[config.mk]
export PLATFORM = sky130hd
export DESIGN_NAME = seq_commit_unit
export DESIGN_NICKNAME = d
export VERILOG_FILES = /design/src/rtl/seq_commit_unit.sv
export SDC_FILE = /design/constraint.sdc
export NUM_CORES = 1
export LEC_CHECK = 0
export ABC_AREA = 1
export CORE_UTILIZATION = 55
export DETAILED_ROUTE_END_ITERATION = 16
export GPL_ROUTABILITY_DRIVEN = 1
export GPL_TIMING_DRIVEN = 0
export MAX_ROUTING_LAYER = met4
export PLACE_DENSITY = 0.75
export SLEW_MARGIN = 10
export SYNTH_ARGS = -nofsm -noshare
export SYNTH_HDL_FRONTEND = slang
export SYNTH_SLANG_ARGS = --single-unit
export TNS_END_PERCENT = 100
[constraint.sdc]
create_clock -name clk -period 11.2 [get_ports clk]
set_input_delay 1.68 -clock clk [delete_from_list [all_inputs] [get_ports clk]]
set_output_delay 1.68 -clock clk [all_outputs]
set_load 0.01 [all_outputs]
[src/rtl/seq_commit_unit.sv]
// In-order commit tracker: hands out sequence numbers, absorbs out-of-order
// completions, and retires entries strictly in sequence order with squash support.
module seq_commit_unit #(
  parameter int p_seq_num_bits = 5,
  parameter int p_depth        = 8
) (
  input  logic                      clk,
  input  logic                      rst,

  input  logic                      alloc_val,
  output logic                      alloc_rdy,
  output logic [p_seq_num_bits-1:0] alloc_seq_num,

  input  logic                      complete_val,
  input  logic [p_seq_num_bits-1:0] complete_seq_num,
  input  logic [31:0]               complete_pc,
  input  logic [4:0]                complete_waddr,
  input  logic [31:0]               complete_wdata,
  input  logic                      complete_wen,

  input  logic                      squash_val,
  input  logic [p_seq_num_bits-1:0] squash_seq_num,

  output logic                      commit_val,
  output logic [31:0]               commit_pc,
  output logic [p_seq_num_bits-1:0] commit_seq_num,
  output logic [4:0]                commit_waddr,
  output logic [31:0]               commit_wdata,
  output logic                      commit_wen
);

  localparam int idx_bits = $clog2(p_depth);
  localparam int cnt_bits = $clog2(p_depth + 1);

  logic [p_depth-1:0]        valid_q;
  logic [p_depth-1:0]        complete_q;
  logic [p_seq_num_bits-1:0] head_q;
  logic [p_seq_num_bits-1:0] tail_q;
  logic [cnt_bits-1:0]       count_q;

  logic [31:0]        pc_mem    [p_depth];
  logic [4:0]         waddr_mem [p_depth];
  logic [31:0]        wdata_mem [p_depth];
  logic [p_depth-1:0] wen_mem;

  logic [idx_bits-1:0]       head_idx;
  logic [idx_bits-1:0]       tail_idx;
  logic [idx_bits-1:0]       cpl_idx;
  logic [p_seq_num_bits-1:0] count_ext;
  logic [p_seq_num_bits-1:0] cpl_off;
  logic [p_seq_num_bits-1:0] sq_off;
  logic                      squash_fire;
  logic                      alloc_fire;
  logic                      cpl_fire;
  logic [p_depth-1:0]        squash_mask;
  logic [p_depth-1:0]        commit_clr;
  logic [p_depth-1:0]        alloc_set;
  logic [p_depth-1:0]        cpl_set;
  logic [p_depth-1:0]        valid_nxt;
  logic [p_depth-1:0]        complete_nxt;
  logic [cnt_bits-1:0]       count_nxt;
  logic [p_seq_num_bits-1:0] tail_nxt;

  // p_depth divides 2**p_seq_num_bits, so the low bits of a sequence number are its slot.
  assign head_idx  = head_q[idx_bits-1:0];
  assign tail_idx  = tail_q[idx_bits-1:0];
  assign cpl_idx   = complete_seq_num[idx_bits-1:0];
  assign count_ext = p_seq_num_bits'(count_q);

  // Age relative to head; anything at or beyond count is not in flight.
  assign cpl_off = complete_seq_num - head_q;
  assign sq_off  = squash_seq_num - head_q;

  assign squash_fire = squash_val && (sq_off < count_ext);
  assign alloc_rdy   = (count_q != cnt_bits'(p_depth)) && !squash_val;
  assign alloc_fire  = alloc_val && alloc_rdy;
  assign cpl_fire    = complete_val && (cpl_off < count_ext) && !complete_q[cpl_idx] &&
                       !(squash_fire && (cpl_off > sq_off));

  assign alloc_seq_num  = tail_q;
  assign commit_val     = valid_q[head_idx] && complete_q[head_idx];
  assign commit_seq_num = head_q;
  assign commit_pc      = pc_mem[head_idx];
  assign commit_waddr   = waddr_mem[head_idx];
  assign commit_wdata   = wdata_mem[head_idx];
  assign commit_wen     = wen_mem[head_idx];

  always_comb begin
    squash_mask = '0;
    for (int i = 0; i < p_depth; i++) begin
      squash_mask[i] = squash_fire && ((idx_bits'(i) - head_idx) > sq_off[idx_bits-1:0]);
    end
  end

  assign commit_clr = p_depth'(commit_val) << head_idx;
  assign alloc_set  = p_depth'(alloc_fire) << tail_idx;
  assign cpl_set    = p_depth'(cpl_fire) << cpl_idx;

  assign valid_nxt    = (valid_q & ~squash_mask & ~commit_clr) | alloc_set;
  assign complete_nxt = ((complete_q & ~squash_mask & ~commit_clr) | cpl_set) & ~alloc_set;

  always_comb begin
    count_nxt = count_q + cnt_bits'(alloc_fire) - cnt_bits'(commit_val);
    tail_nxt  = tail_q + p_seq_num_bits'(alloc_fire);
    if (squash_fire) begin
      // A same-cycle head commit still retires; alloc is already blocked.
      count_nxt = cnt_bits'(sq_off) + cnt_bits'(1) - cnt_bits'(commit_val);
      tail_nxt  = squash_seq_num + p_seq_num_bits'(1);
    end
  end

  always_ff @(posedge clk or negedge rst) begin
    if (!rst) begin
      valid_q    <= '0;
      complete_q <= '0;
      head_q     <= '0;
      tail_q     <= '0;
      count_q    <= '0;
    end else begin
      valid_q    <= valid_nxt;
      complete_q <= complete_nxt;
      head_q     <= head_q + p_seq_num_bits'(commit_val);
      tail_q     <= tail_nxt;
      count_q    <= count_nxt;
    end
  end

  always_ff @(posedge clk) begin
    if (cpl_fire) begin
      pc_mem[cpl_idx]    <= complete_pc;
      waddr_mem[cpl_idx] <= complete_waddr;
      wdata_mem[cpl_idx] <= complete_wdata;
      wen_mem[cpl_idx]   <= complete_wen;
    end
  end

endmodule
==> summary.txt, run 1 <==
Synth
  • Synth Area in Adders: 3.087%
  • Synth cell types: 42
  • Commonest cells in the netlist: edfxtp_1 (560), nor2_1 (504), o21ai_0 (255), nand2_1 (77), a31oi_1 (71)
  • Complex-gate fraction of the synthesized area: 10.46%
  • Synth area leader: edfxtp_1
  • Mapped Area: 24,640 um2
  • Share of the yosys chip area belonging to registers: 71.29%
  • Synth Area in XOR/XNOR: 0.7160%
  • Post-synthesis mux area share: 0%
  • Simple-gate share of the synthesized area: 10.56%
  • Mapped Nets: 2,122
  • Asr flop ratio synth: 5.085%
  • Synth area leaders: edfxtp_1 (68%), nor2_1 (7.7%), o21ai_0 (5.2%), dfrtp_1 (3.0%), ha_1 (2.8%)
  • Primary FF master, synth: edfxtp_1
  • Mapped Cells: 1,978
  • Largest family of logic cells by synthesized area: simple AND/OR/NAND/NOR gates
  • EDFF count, synth: 560
  • Synth top area share: 68.24%
  • Synth Warn #: 0
  • #FFs+latches synth: 590
  • Count leader, synth: edfxtp_1
  • Syn Area/Cell: 12.46 um2

Setup path
  • CP dominant cell by count: nand2_1
  • CP max-delay cell: clkbuf_1
  • CP max FO: 37
  • Crit path required time: 11.49 ns
  • Buffers & Inverters on Critical Path: 6
  • Worst path cell trace: buf_2 -> inv_1 -> clkbuf_1 -> clkbuf_1 -> ha_1 -> xnor2_2 -> ha_1 -> a21oi_1 -> nand2_1 -> nand2_1 -> nand2_1 -> nand2_1 -> nor2_2 -> nor2_4 -> nand3_1 -> inv_4 -> buf_16
  • CP Capture Type: flop
  • Crit path launch type: flop
  • Crit path largest cell delay: 0.67 ns
  • Worst EP arrival: 5.83 ns
  • Crit Path Category: flop to flop
  • Largest delay contributor family on the critical path: buffers and inverters

Final layout
  • Nets: 2,354
  • Layout cells sized above 1: 8.108%
  • Post-route cell area: 29,090 um2
  • Area grow syn2layout: 18.06%

STA
  • Max Fclk: 180.4 MHz
  • Slew @ Worst Pin: 1.006 ns
  • Crit share post-route: 49.49%
  • Final setup violation count: 0
  • Final Hold Vio Count: 0
  • Worst slew margin: 32.92%
  • Final worst setup slack: 5.657 ns
  • TNS Setup: 0 ns
  • Fin crit period: 5.543 ns
  • Pins Over Slew Limit: 0
  • RSZ-0062 raised after global routing: false
  • Setup Skew: 0.02023 ns

Route
  • Via Count: 16.48k
  • Wirelength, routed: 61,240 um
  • Number of DRC markers in iteration 0: 2,029
  • Antenna Nets Post-Route: 0
  • DRC viols: 0
  • Post-DR vias/cell: 5.778
  • Drt wl/cell: 21.47 um
  • Router iterations before antenna repair: 5

Floorplanning
  • Die area: 45,650 um2
  • Die outline height: 213.7 um
  • Core area: 44,220 um2
  • # IOs: 167
  • Row cnt: 77
  • Die Width: 213.7 um
  • Starting Density: 55.72%

Flow run
  • Maxcap violations: 0

Clocking
  • H-tree levels: 2
  • Hold buffers post-CTS: 0
  • Clock-pin slew on the worst setup and hold paths: 0.06 ns
  • Post-CTS Setup Bufs: 0
  • Post-CTS sizing: 0
  • CTS sink count: 590
  • CTS buffer count: 57
  • Root Buffer: clkbuf_16
  • Clk Latency, worst-skew pair: 0.62 ns
  • Clock buffer depth: 3
  • CTS tree: done

Placed design
  • Place WS: 4.756 ns
  • Placement Cell Area: 27,270 um2
  • DP HPWL: 38,270 um
  • Port Buffers: 165
  • Final RePlAce weighted congestion: 0.8776

Power
  • Pwr Density: 278.4 nW/um2
  • Max VDD drop: 170.2 uV
  • P_leak: 10.08 nW
  • Pwr Total: 0.008099 W

Global routing
  • GR Overflow Total: 0
  • Initial antenna violation count: 3
  • Largest net degree at the start of global routing: 54
  • Global-route wire length before repair: 92,130 um
  • Vias in the first global route: 16.07k
  • GRT Util Overall: 27.90%

Outcome
  • Status: complete, no violations

Worst hold path
  • HP Class: flop to flop
registers in the layout, summed over array words and instances, names as in the netlist:
name            cells
alloc_seq_num       5
commit_seq_num      5
complete_q          8
count_q             4
pc_mem            256
valid_q             8
waddr_mem          40
wdata_mem         256
wen_mem             8
where the power goes:
group / switching [W] / total [W] / leakage, nW / internal [W]
registers: 0.0000697 / 0.00266 / 5.42 / 0.00259
logic: 0.00221 / 0.00358 / 3.79 / 0.00137
clock network: 0.000805 / 0.00186 / 0.871 / 0.00106
total: 0.00308 / 0.00810 / 10.1 / 0.00502
final timing paths:
path                                        startpoint                          end  slack, ns  cells past startpoint
setup / recovery           commit_seq_num[2]$_DFF_PN0_    wdata_mem[4][9]$_DFFE_PP_       5.66                     17
hold / removal                    valid_q[5]$_DFF_PN0_         valid_q[5]$_DFF_PN0_       0.51                      2
setup reg to reg           commit_seq_num[2]$_DFF_PN0_    wdata_mem[4][9]$_DFFE_PP_       5.66                     17
hold reg to reg                   valid_q[5]$_DFF_PN0_         valid_q[5]$_DFF_PN0_       0.51                      2
max in group asynchronous                          rst         valid_q[4]$_DFF_PN0_       9.57                      1
min in group asynchronous                          rst  commit_seq_num[4]$_DFF_PN0_       1.13                      1
stage by stage:
step,hold slack (ns),std cells,utilization [%]
final,0.5144,2852,65.78
after global routing,0.5304,2852,65.78
after CTS,0.5110,2849,65.75
after detailed placement,0.4964,2743,61.66
after global placement,0.4845,2735,61.13
after floorplan,0.4687,1978,-
per-layer routing:
metal  up-vias  track usage, %  wire, um
met4         0           8.005      1410
met3       106           4.774      5303
met1      8021           37.60     24820
met2       765           43.99     29710
met5         -               -         0
li1       7587               -         -
cell families after synthesis:
logic type	Yosys count
simple gates	655
buf+inv	190
xor+xnor	18
fa+ha+maj	59
flops	590
compound gates	466
layout by cell type (no fill, tap or decap), types with 3 or more instances in the layout:
master	Yosys	layout
a21oi_1	14	14
a21oi_2	6	6
a31oi_1	71	71
buf_1	3	3
buf_16	0	8
buf_2	30	31
buf_4	15	15
buf_6	15	15
bufinv_16	0	5
clkbuf_1	49	64
clkbuf_16	0	57
clkdlybuf4s50_1	0	164
clkinv_1	0	17
clkinv_2	1	8
dfrtp_1	30	30
diode_2	0	3
edfxtp_1	560	560
fa_1	3	3
ha_1	56	56
inv_1	70	62
inv_4	2	10
nand2_1	77	77
nand3_1	49	49
nand4_1	5	5
nor2_1	504	504
nor2_2	6	6
nor3_1	4	4
o21ai_0	255	255
o21ai_1	33	33
o21ai_2	3	3
o21bai_1	13	13
o22ai_1	70	70
xnor2_1	6	5
xor2_1	11	11
layout make-up:
cell class / count / area [um2]
Antenna cell: 3 / 7.507
Clock inverter: 33 / 310.3
Sequential cell: 590 / 17570
Clock buffer: 73 / 1496
Tap cell: 592 / 740.7
Inverter: 76 / 316.6
Multi-Input combinational cell: 1198 / 6123
Buffer: 114 / 661.9
Fill cell: 3129 / 15130
Timing Repair Buffer: 173 / 1867
worst reg2reg max path, delay by kind of cell (launching register included):
kind	cells	cell delay, ns
buf+inv	6	2.44
simple gates	7	0.71
flops	1	0.43
xor+xnor	1	0.60
compound gates	1	0.16
fa+ha+maj	2	0.82
Power figures use the tool's default switching activity.
==> inputs of run 2 (changes only) <==
Clock period 11.2 ns to 5.65 ns, I/O delays scaled along.
==> run 2 against run 1 <==
Compared with the run above:
- power up 98%
- non-clock buffer count down 1
- clock skew down 0.0016 ns
- utilization about the same
- fmax up 5.4%
- critical path type unchanged
==> summary.txt, run 2 (synthesis results as in run 1) <==
Clocking
  • H-tree levels: 2 (unchanged)
  • CTS buffer count: 57 (unchanged)
  • Post-CTS Setup Bufs: 0 (unchanged)
  • Hold buffers post-CTS: 0 (unchanged)
  • CTS tree: done
  • Root Buffer: clkbuf_16
  • Clock buffer depth: 3 (unchanged)
  • Clk Latency, worst-skew pair: 0.62 ns (about the same)
  • Clock-pin slew on the worst setup and hold paths: 0.07 ns (about the same)
  • CTS sink count: 590 (unchanged)

Final layout
  • Register area: 17,570 um2 (unchanged)
  • Most frequent cells in the layout: edfxtp_1 (560), nor2_1 (504), o21ai_0 (255), clkdlybuf4s50_1 (164), nand2_1 (77)
  • Largest regs: pc_mem (256), wdata_mem (256), waddr_mem (40)
  • Area of the multi-input gates: 6123 um2 (unchanged)
  • Area grow syn2layout: 18.04% (about the same)
  • Final Core Density: 65.78% (about the same)
  • Nets: 2,353 (-0.042%)
  • Commonest non-fill, non-tap cell in the layout: edfxtp_1
  • Finished Layout Cells: 2,851 (-0.035%)
  • Layout cells sized above 1: 8.112% (about the same)
  • Fillers: 3,131 (+0.064%)

STA
  • Max Fclk: 190.2 MHz (+5.4%)
  • Worst slew margin: 33.04% (+0.12 points)
  • TNS Setup: 0 ns (unchanged)
  • Final Hold Vio Count: 0 (unchanged)
  • Fin crit period: 5.259 ns (-0.2841 ns)
  • Pins Over Slew Limit: 0 (unchanged)
  • Final setup violation count: 0 (unchanged)
  • Slew @ Worst Pin: 1.004 ns (-0.001849 ns)
  • Setup Skew: 0.01866 ns (-0.001569 ns)
  • RSZ-0062 raised after global routing: false
  • Crit share post-route: 93.07% (+44 points)

Floorplanning
  • Die Width: 213.7 um (unchanged)
  • Die area: 45,650 um2 (unchanged)
  • # IOs: 167 (unchanged)
  • Starting Density: 55.72% (unchanged)
  • Core area: 44,220 um2 (unchanged)
  • Row cnt: 77 (unchanged)
  • Die outline height: 213.7 um (unchanged)

Route
  • Antenna Nets Post-Route: 0 (unchanged)
  • Wirelength, routed: 61,360 um (+0.20%)
  • DRC viols: 0 (unchanged)
  • Drt wl/cell: 21.52 um (+0.24%)
  • Via Count: 16.57k (+0.56%)
  • Post-DR vias/cell: 5.812 (+0.59%)
  • Number of DRC markers in iteration 0: 1,850 (-8.8%)
  • Router iterations before antenna repair: 5 (unchanged)

Global routing
  • GR Overflow Total: 0 (unchanged)
  • Global-route wire length before repair: 92,190 um (about the same)
  • Vias in the first global route: 16.08k (+0.056%)
  • Largest net degree at the start of global routing: 54 (unchanged)
  • Initial antenna violation count: 3 (unchanged)
  • GRT Util Overall: 27.92% (about the same)

Setup path
  • Crit Path Category: flop to flop
  • CP Capture Type: flop
  • Crit path launch type: flop
  • CP max FO: 37 (unchanged)
  • Crit path required time: 5.94 ns (-5.55 ns)
  • Worst EP arrival: 5.55 ns (-0.28 ns)
  • CP dominant cell by count: nand2_1
  • Crit path largest cell delay: 0.63 ns (-0.04 ns)
  • CP max-delay cell: clkbuf_1
  • Worst path cell trace: buf_2 -> inv_1 -> clkbuf_1 -> ha_1 -> xnor2_2 -> ha_1 -> a21oi_1 -> nand2_1 -> nand2_1 -> nand2_1 -> nand2_1 -> nor2_2 -> nor2_4 -> nand3_1 -> inv_4 -> buf_16

Placed design
  • Port Buffers: 165 (unchanged)
  • Final RePlAce weighted congestion: 0.8776 (unchanged)
  • Inst Count DP: 2,743 (unchanged)
  • DP HPWL: 38,270 um (unchanged)

Worst hold path
  • HP Class: input port to async pin

Power
  • Max VDD drop: 339.5 uV (+99%)
  • Pwr Density: 552.3 nW/um2 (+98%)
  • P_leak: 10.08 nW (about the same)

Outcome
  • Status: complete, no violations

Flow run
  • Maxcap violations: 0 (unchanged)
==> run 2: cell types whose count changed in the layout (fill, tap and decap cells not counted) <==
cell,previous run,this run
clkbuf_1,64,63
==> run 2: power by group <==
group / switching (W) / total (W) / leakage (nW) / internal (W)
registers: 0.000139 / 0.00527 / 5.42 / 0.00513
clock network: 0.00160 / 0.00369 / 0.871 / 0.00210
logic: 0.00439 / 0.00710 / 3.79 / 0.00271
total: 0.00612 / 0.0161 / 10.1 / 0.00994
==> run 2: cell type report <==
class,instances,share of cell area [%]
sequential,590,60.39
multi-input combinational,1198,21.05
timing repair buffer,173,6.418
clock buffer,73,5.145
tap,592,2.547
buffer,113,2.263
inverter,76,1.088
clock inverter,33,1.067
antenna,3,0.02581
==> run 2: path summary, 6_finish.rpt <==
check,start,endpoint,slack (ns),depth (start not counted)
max,commit_seq_num[2]$_DFF_PN0_,wdata_mem[4][9]$_DFFE_PP_,0.39,16
min,rst,commit_seq_num[4]$_DFF_PN0_,0.30,1
max reg2reg,commit_seq_num[2]$_DFF_PN0_,wdata_mem[4][9]$_DFFE_PP_,0.39,16
min reg2reg,valid_q[5]$_DFF_PN0_,valid_q[5]$_DFF_PN0_,0.52,2
max in group asynchronous,rst,valid_q[4]$_DFF_PN0_,4.84,1
min in group clk,valid_q[5]$_DFF_PN0_,valid_q[5]$_DFF_PN0_,0.52,2
==> run 2: timing repair <==
action | 4_1_cts | 5_1_grt
endpoints found under the hold margin | 0 | 0
cloned | 0 | 0
setup endpoints to repair | 387 | 344
resized for setup | 1 | 0
==> run 2: critical path: cells and delay by family, from the launching register on <==
kind / cells / cell delay (ns)
fa+ha+maj: 2 / 0.81
compound gates: 1 / 0.16
buf+inv: 5 / 2.17
flops: 1 / 0.43
xor+xnor: 1 / 0.60
simple gates: 7 / 0.71
==> run 2: per-stage QoR <==
step	area, um2	worst slack (ns)	power [W]	hold slack [ns]
floorplan	24640	0.4788	0.009545	0.4687
global placement	27030	-1.928	0.01216	0.4845
detailed placement	27270	-0.2189	0.01236	0.4964
CTS	29080	0.1286	0.01606	0.2909
global route	29090	0.08090	0.01695	0.3422
finish	29090	0.3913	0.01606	0.2976
==> run 2: layer usage <==
metal  routed length, um  track usage [%]  vias to the layer above
li1                    -                -                     7592
met1               24900            37.61                     8102
met2               29630            44.03                      768
met3                5324            4.774                      109
met4                1512            8.005                        0
met5                   0                -                        -
==> inputs of run 3 (changes only) <==
Settings changed: CORE_MARGIN from default to 10.
Clock period 5.65 ns to 6.6 ns, I/O delays scaled along.
==> run 3 against run 2 <==
Compared with the run above:
- final cell count is 0.21% higher
- routed wire length is 1.9% higher
- utilization is 0.11 points higher
- sequential power is 14% lower
- setup slack better by 0.50 ns
- global-route usage is 4.4 points lower
- fmax is 7.9% lower
- count of clock-buffer cells in the layout is 7 higher
- non-clock buffer count is 1 higher
- highest routed layer unchanged
==> summary.txt, run 3 (synthesis results as in run 1) <==
Setup path
  • Crit Path Category: flop to flop
  • CP max-delay cell: clkbuf_1
  • FF-to-FF path depth: 17 (+1)
  • CP max FO: 41 (+11%)
  • Worst EP arrival: 5.99 ns (+0.44 ns)
  • Crit path required time: 6.88 ns (+0.94 ns)
  • Crit path largest cell delay: 0.73 ns (+0.10 ns)
  • Crit path launch type: flop
  • CP Capture Type: flop
  • R2R Path Start: commit_seq_num[2]$_DFF_PN0_
  • CP Capture Point: waddr_mem[5][3]$_DFFE_PP_
  • Buffers & Inverters on Critical Path: 7 (+2)
  • CP Depth: 17 (+1)
  • Worst reg2reg setup slack: 0.89 ns (+0.50 ns)
  • Largest delay contributor family on the critical path: buffers and inverters
  • Worst path cell trace: buf_2 -> inv_1 -> clkbuf_1 -> clkbuf_1 -> ha_1 -> xnor2_2 -> inv_1 -> ha_1 -> nand2_1 -> nand2_1 -> nand2_1 -> nand2_2 -> nor2_2 -> nor2_4 -> nand3_1 -> inv_4 -> buf_16
  • Worst reg2reg path endpoint: waddr_mem[5][3]$_DFFE_PP_
  • CP dominant cell by count: nand2_1
  • CP startpoint: commit_seq_num[2]$_DFF_PN0_

Route
  • DRC viols: 0 (unchanged)
  • Post-DR vias/cell: 5.776 (-0.63%)
  • Router iterations before antenna repair: 6 (+1)
  • Antenna Nets Post-Route: 0 (unchanged)
  • Via Count: 16.50k (-0.42%)
  • Drt wl/cell: 21.88 um (+1.6%)
  • Number of DRC markers in iteration 0: 1,635 (-12%)
  • Wirelength, routed: 62,500 um (+1.9%)

STA
  • WHS: 0.4415 ns (+0.1439 ns)
  • Worst slew margin: 31.16% (-1.9 points)
  • Final Hold Vio Count: 0 (unchanged)
  • Slew @ Worst Pin: 1.033 ns (+0.02814 ns)
  • RSZ-0062 raised after global routing: false
  • Pins Over Slew Limit: 0 (unchanged)
  • Crit share post-route: 86.55% (-6.5 points)
  • Final setup violation count: 0 (unchanged)
  • Fin crit period: 5.713 ns (+0.4540 ns)
  • Max Fclk: 175.1 MHz (-7.9%)
  • Setup Skew: 0.01506 ns (-0.003600 ns)

Floorplanning
  • Die outline height: 231.7 um (+8.4%)
  • # IOs: 167 (unchanged)
  • Row cnt: 77 (unchanged)
  • Core area: 44,220 um2 (unchanged)
  • Die Width: 231.7 um (+8.4%)
  • Die area: 53,670 um2 (+18%)
  • Starting Density: 55.72% (unchanged)

Placed design
  • DP HPWL: 40,350 um (+5.4%)
  • Final RePlAce weighted congestion: 0.8583 (-2.2%)
  • Port Buffers: 165 (unchanged)

Final layout
  • Layout cells sized above 1: 8.230% (+0.12 points)
  • Commonest non-fill, non-tap cell in the layout: edfxtp_1
  • Area grow syn2layout: 18.23%
  • Nets: 2,355 (+0.085%)
  • Fillers: 3,173 (+1.3%)
  • Most frequent cells in the layout: edfxtp_1 (560), nor2_1 (504), o21ai_0 (255), clkdlybuf4s50_1 (164), nand2_1 (77)
  • Final Core Density: 65.88% (+0.11 points)
  • Largest regs: pc_mem (256), wdata_mem (256), waddr_mem (40)

Clocking
  • H-tree levels: 2 (unchanged)
  • Post-CTS Setup Bufs: 0 (unchanged)
  • Post-CTS sizing: 0 (-1)
  • Clock-pin slew on the worst setup and hold paths: 0.07 ns (about the same)
  • Clock buffer depth: 3 (unchanged)
  • CTS sink count: 590 (unchanged)
  • CTS tree: done
  • Hold buffers post-CTS: 0 (unchanged)
  • Clk Latency, worst-skew pair: 0.61 ns (about the same)
  • Root Buffer: clkbuf_16
  • CTS buffer count: 58 (+1.8%)

Global routing
  • Vias in the first global route: 16.47k (+2.4%)
  • Largest net degree at the start of global routing: 52 (-3.7%)
  • GR Overflow Total: 0 (unchanged)
  • Global-route wire length before repair: 95,310 um (+3.4%)
  • GRT Util Overall: 23.54% (-4.4 points)
  • Initial antenna violation count: 5 (+2)

Worst hold path
  • HP Class: input port to async pin

Flow run
  • Maxcap violations: 0 (unchanged)

Power
  • P_leak: 10.11 nW (+0.33%)
  • Pwr Density: 474.6 nW/um2 (-14%)
  • Max VDD drop: 315.2 uV (-7.2%)

Outcome
  • Status: complete, no violations
run 3: cell types whose count changed in the layout (fill, tap and decap cells not counted), sizes merged:
cell      delta
clkinv       -5
clkinvlp     -2
clkbuf       +8
inv          +3
diode        +2
run 3: layer usage:
metal  track usage (%)  part of all wire (%)  wire length (um)
met5                 -                     0                 0
met4             6.943                   2.4              1515
met3             4.129                   8.0              4969
met2             38.29                    49             30830
met1             29.98                    40             25180
run 3: worst min-delay path by stage:
stage	start	to	slack, ns	cells past startpoint
after global placement	valid_q[2]$_DFF_PN0_	valid_q[2]$_DFF_PN0_	0.49	2
after floorplan	valid_q[5]$_DFF_PN0_	valid_q[5]$_DFF_PN0_	0.47	2
after CTS	rst	commit_seq_num[4]$_DFF_PN0_	0.46	1
final	rst	commit_seq_num[4]$_DFF_PN0_	0.44	1
after detailed placement	valid_q[5]$_DFF_PN0_	valid_q[5]$_DFF_PN0_	0.49	2
after global routing	rst	alloc_seq_num[4]$_DFF_PN0_	0.48	1
run 3: cell type report:
type	instances	area, um2	share of cell area, %
clock buffer	80	1585	5.441
timing repair buffer	173	1852	6.356
sequential	590	17570	60.30
inverter	76	316.6	1.087
buffer	114	661.9	2.272
clock inverter	29	275.3	0.9448
tap	592	740.7	2.542
antenna	5	12.51	0.04295
multi-input combinational	1198	6123	21.02
run 3: per-stage QoR:
step | total power, W | instances | area (um2) | TNS (ns) | setup WS (ns)
floorplan | 0.008171 | 1978 | 24640 | 0 | 1.429
global placement | 0.01043 | 2735 | 27030 | -501.07 | -1.001
detailed placement | 0.01062 | 2743 | 27250 | 0 | 0.6112
CTS | 0.01385 | 2852 | 29110 | 0 | 0.4743
global route | 0.01461 | 2857 | 29130 | 0 | 0.6775
finish | 0.01383 | 2857 | 29130 | 0 | 0.8874
run 3: power breakdown:
part | internal [W] | switching, W
logic | 0.00232 | 0.00375
clock network | 0.00187 | 0.00136
registers | 0.00440 | 0.000119
